[src/rtl/instr_sequencer.sv]
// Multi-cycle fetch/execute/memory/commit control FSM for an RV32I core.
// Traps on request timeout or illegal opcode; counts retired instructions.
module instr_sequencer #(
    parameter int TIMEOUT = 16,
    parameter int CNT_W   = 32
) (
    input  logic             clk,
    input  logic             nRst,
    input  logic             halt,
    input  logic             i_ack,
    input  logic [31:0]      instr_in,
    input  logic             d_ack,
    input  logic             branch_taken,
    output logic             i_req,
    output logic             d_req,
    output logic             d_we,
    output logic [31:0]      instr,
    output logic             pc_en,
    output logic             pc_load,
    output logic             reg_we,
    output logic [CNT_W-1:0] retired,
    output logic             err,
    output logic [1:0]       err_code
);

    localparam int WAIT_W = (TIMEOUT > 2) ? $clog2(TIMEOUT) : 1;
    localparam logic [WAIT_W-1:0] WAIT_LAST = WAIT_W'(TIMEOUT - 1);

    localparam logic [6:0] OP_LOAD   = 7'b0000011;
    localparam logic [6:0] OP_STORE  = 7'b0100011;
    localparam logic [6:0] OP_ALU    = 7'b0110011;
    localparam logic [6:0] OP_ALUI   = 7'b0010011;
    localparam logic [6:0] OP_BRANCH = 7'b1100011;
    localparam logic [6:0] OP_JAL    = 7'b1101111;
    localparam logic [6:0] OP_JALR   = 7'b1100111;
    localparam logic [6:0] OP_LUI    = 7'b0110111;
    localparam logic [6:0] OP_AUIPC  = 7'b0010111;
    localparam logic [6:0] OP_SYSTEM = 7'b1110011;

    localparam logic [1:0] ERR_FETCH = 2'b01;
    localparam logic [1:0] ERR_DATA  = 2'b10;
    localparam logic [1:0] ERR_ILL   = 2'b11;

    typedef enum logic [2:0] {
        S_IDLE,
        S_FETCH,
        S_EXEC,
        S_MEM,
        S_COMMIT,
        S_ERROR
    } state_t;

    state_t            state_q, state_d;
    logic [31:0]       instr_q, instr_d;
    logic              tk_q, tk_d;
    logic [WAIT_W-1:0] wait_q, wait_d;
    logic [CNT_W-1:0]  retired_q, retired_d;
    logic              err_q, err_d;
    logic [1:0]        err_code_q, err_code_d;

    logic [6:0] opcode;
    assign opcode = instr_q[6:0];

    always_ff @(posedge clk or negedge nRst) begin
        if (!nRst) begin
            state_q    <= S_IDLE;
            instr_q    <= '0;
            tk_q       <= 1'b0;
            wait_q     <= '0;
            retired_q  <= '0;
            err_q      <= 1'b0;
            err_code_q <= 2'b00;
        end else begin
            state_q    <= state_d;
            instr_q    <= instr_d;
            tk_q       <= tk_d;
            wait_q     <= wait_d;
            retired_q  <= retired_d;
            err_q      <= err_d;
            err_code_q <= err_code_d;
        end
    end

    always_comb begin
        state_d    = state_q;
        instr_d    = instr_q;
        tk_d       = tk_q;
        retired_d  = retired_q;
        err_d      = err_q;
        err_code_d = err_code_q;
        case (state_q)
            S_IDLE: begin
                if (!halt) state_d = S_FETCH;
            end
            S_FETCH: begin
                // ack wins over a coinciding timeout
                if (i_ack) begin
                    instr_d = instr_in;
                    state_d = S_EXEC;
                end else if (wait_q == WAIT_LAST) begin
                    state_d    = S_ERROR;
                    err_d      = 1'b1;
                    err_code_d = ERR_FETCH;
                end
            end
            S_EXEC: begin
                tk_d = branch_taken;
                case (opcode)
                    OP_LOAD, OP_STORE: state_d = S_MEM;
                    OP_ALU, OP_ALUI, OP_BRANCH, OP_JAL, OP_JALR,
                    OP_LUI, OP_AUIPC, OP_SYSTEM: state_d = S_COMMIT;
                    default: begin
                        state_d    = S_ERROR;
                        err_d      = 1'b1;
                        err_code_d = ERR_ILL;
                    end
                endcase
            end
            S_MEM: begin
                if (d_ack) begin
                    state_d = S_COMMIT;
                end else if (wait_q == WAIT_LAST) begin
                    state_d    = S_ERROR;
                    err_d      = 1'b1;
                    err_code_d = ERR_DATA;
                end
            end
            S_COMMIT: begin
                retired_d = retired_q + 1'b1;
                state_d   = halt ? S_IDLE : S_FETCH;
            end
            S_ERROR: begin
                state_d = S_ERROR;
            end
            default: begin
                state_d = S_IDLE;
            end
        endcase
    end

    // Wait counter restarts whenever FETCH or MEM is entered, counts while the state holds
    always_comb begin
        wait_d = '0;
        if ((state_q == S_FETCH && state_d == S_FETCH) ||
            (state_q == S_MEM && state_d == S_MEM)) begin
            wait_d = wait_q + 1'b1;
        end
    end

    always_comb begin
        i_req   = (state_q == S_FETCH);
        d_req   = (state_q == S_MEM);
        d_we    = (state_q == S_MEM) && (opcode == OP_STORE);
        pc_en   = (state_q == S_COMMIT);
        pc_load = (state_q == S_COMMIT) &&
                  ((opcode == OP_JAL) || (opcode == OP_JALR) ||
                   ((opcode == OP_BRANCH) && tk_q));
        reg_we  = (state_q == S_COMMIT) &&
                  !((opcode == OP_STORE) || (opcode == OP_BRANCH) ||
                    (opcode == OP_SYSTEM));
    end

    assign instr    = instr_q;
    assign retired  = retired_q;
    assign err      = err_q;
    assign err_code = err_code_q;

endmodule

[config.mk]
export PLATFORM = sky130hd
export DESIGN_NAME = instr_sequencer
export DESIGN_NICKNAME = d
export VERILOG_FILES = /design/src/rtl/instr_sequencer.sv
export SDC_FILE = /design/constraint.sdc
export NUM_CORES = 1
export LEC_CHECK = 0
export BUFFER_PORTS_ARGS = -buffer_cell sky130_fd_sc_hd__buf_2
export CORE_MARGIN = 5
export CORE_UTILIZATION = 40
export CTS_CLUSTER_DIAMETER = 100
export DETAILED_ROUTE_END_ITERATION = 7
export PLACE_DENSITY = 0.7
export SLEW_MARGIN = 40
export SYNTH_ARGS = -nofsm -noshare
export SYNTH_HDL_FRONTEND = slang
export SYNTH_SLANG_ARGS = --single-unit
[constraint.sdc]
create_clock -name clk -period 2.57 [get_ports clk]
set_clock_uncertainty 0.1 [all_clocks]
set_input_delay 0.3855 -clock clk [delete_from_list [all_inputs] [get_ports clk]]
set_output_delay 0.3855 -clock clk [all_outputs]
set_load 0.01 [all_outputs]
==> metrics.txt <==
CP endpoint kind output pin; Syn Area/Cell about 13 sq um; Seq cells post-synth 75; Multi-input gate area 0.001287 sq mm; DR vias ~2300; initial antenna violation count 0; TritonCTS Sinks 75; fin crit share between 80% and 90%; startpoint class of the critical path register; CTS Buf Count 9; Worst-Margin Slew 453.6 ps; Slew Viols, Final 0; detailed-placement wirelength estimate 5.132 mm; antenna viol nets, final 0; area of the mapped netlist 0.003232 sq mm; first-pass GRT wire length 11.14 mm; CORE AREA slightly below 0.008 sq mm; # diodes 0; DRT iter0 DRCs 43; CTS clk-pin slew, worst paths around 70 ps; final setup fails 0; CTS tree done; Post-Route Setup TNS 0 ps; cells resized by post-CTS repair 0; f_max between 400 and 500 MHz; fin cells 476; leakage power of the design about 0.0020 uW; Reg area about 0.0019 sq mm; Arr. time, crit path between 1500 and 2000 ps; DRC viols 0; Worst Hold Class in -> reg; Crit Path Category reg -> out; worst-path maximum fanout 4; Clock Latency Late Sink about 330 ps; final net count approximately 410; # fillers between 700 and 800; outcome finished, final reports clean; gr ovfl total 0; starting density of the core 41.39%; area delta synth->final 28.18%; Buffers on Ports 110; GRT Resource Usage Total 13.74%; most frequent cells in the layout buf_2, dfrtp_1, xnor2_1; Top FF cell, synth dfrtp_1; Worst path max stage delay about 450 ps; post-route minimum period around 2200 ps; CP top delay family simple AND/OR/NAND/NOR gates; layout cell share with drive strength beyond 1 a little over two fifths; FF-to-FF setup slack approximately 570 ps; die area approximately 0.01 sq mm; drt total wl approximately 6.8 mm; Slew headroom 68.98%; routability-driven placement congestion ratio between 0.7 and 0.8; DRT Pass-1 Iters 4; Worst path depth 4; Max Cap Viol 0; commonest non-fill, non-tap cell in the layout buf_2; Ports 111; CTS root buf clkbuf_8; Die Y around 100 microns; number of cell rows 32; CP bufs+invs 1; sequential area share after synthesis a little under 60%; worst vdd ir 431.2 uV; number of synthesized flops with an enable pin 0; synthesized net count 290; die width ~100 microns; Cells after Synth 250; Hold Fails Final Rpt 0; largest net degree at the start of global routing 41; Final Util about 53%; worst reg2reg path depth 6; CTS H-tree lvls 3; Placed Cells between 400 and 500; CP max stage cell or4_1; Setup Fix Bufs, Post-CTS 0; wire length per cell between 10 and 15 microns; RSZ-0062 raised after global routing no; Post-synth ARST share 100.0%; WP data required 2080 ps; Cell Pwr Density ~990 mW/mm^2; hold path depth 3; hold buffer count at cts 1; Max Root-Sink Buffers 2; Synth Warn # 0; DR vias/cell 4.855; CP Cell Sequence nand3b_1, or4_1, nor4_1, buf_2; Netlist cell types between 40 and 50; vias in the first global route 2323
## routing by layer
layer | part of all wire [%] | track usage, % | vias to the layer above
met4 | 1.0 | 4.412 | 0
met3 | 7.6 | 3.892 | 5
li1 | - | - | 1124
met2 | 47 | 22.06 | 71
met1 | 45 | 17.99 | 1111
met5 | 0 | 0 | -
## metrics by stage
step | hold WS (ps) | worst slack [ps] | instance area, sq um | power (uW)
detailed placement | 278.3 | 568.7 | 3906 | 3146
global placement | 277.4 | 582.5 | 3906 | 3094
floorplan | -10.09 | 689.3 | 3232 | 2615
finish | 172.5 | 322.7 | 4143 | 4105
CTS | 158.3 | 291.3 | 4143 | 4167
global route | 167.0 | 146.8 | 4143 | 4372
## path summary, 6_finish.rpt
check                               to   startpoint
setup / recovery                  d_we     instr[3]
hold / removal                instr[5]  instr_in[5]
setup reg to reg           err_code[1]    wait_q[0]
hold reg to reg              wait_q[0]    wait_q[0]
max in group asynchronous     instr[0]         nRst
min in group asynchronous  retired[30]         nRst
## cells in the mapped netlist, drive strengths merged, types with 2 or more instances
cell	number	area, sq um
mux2	34	386.6
nand4	12	75.07
nor3b	2	20.02
or4	2	18.77
nor2b	2	12.51
xor2	6	52.55
nand2b	5	38.78
nor3	4	30.03
nand3	13	70.07
nor2	15	58.81
and3	4	25.02
o21ai	2	13.76
buf	7	48.79
nand2	12	45.04
inv	5	18.77
xnor2	27	236.5
and4	4	35.03
dfrtp	75	1877
a21oi	3	15.01
ha	2	25.02
## sequential cells by signal, summed over array words and instances (netlist names)
name      count
err           1
err_code      2
instr        32
retired      32
state_q       3
tk_q          1
wait_q        4
## worst min-delay path, stage by stage
cell and delay, ps:
buf_2 80, nand2_1 40, o21ai_0 60
## where the power goes
| group | total (uW) | internal [uW] | switching (uW) |
|---|---|---|---|
| Combinational | 1300 | 662 | 641 |
| Clock | 1010 | 579 | 430 |
| Sequential | 1790 | 1530 | 262 |
| Total | 4110 | 2770 | 1330 |
## cell families (layout without fill, tap and decap cells)
| logic type | count (synthesis) | in the layout | synth area share, % |
|---|---|---|---|
| multiplexers | 34 | 34 | 11.96 |
| adder cells (fa/ha/maj) | 2 | 2 | 0.7742 |
| AO/OA/AOI/OAI | 15 | 15 | 3.949 |
| flip-flops | 75 | 75 | 58.07 |
| AND/OR/NAND/NOR | 79 | 79 | 14.21 |
| buffers and inverters | 12 | 136 | 2.090 |
| XOR/XNOR | 33 | 33 | 8.943 |
## area by class of cell
cell class                      instances  area share (%)
Clock buffer                           11           3.413
Clock inverter                          5           2.054
Inverter                                5          0.4530
Multi-Input combinational cell        163           31.08
Sequential cell                        75           45.30
Tap cell                              102           3.081
Timing Repair Buffer                  115           14.62
Note: power is estimated with default switching activity, not from simulation.
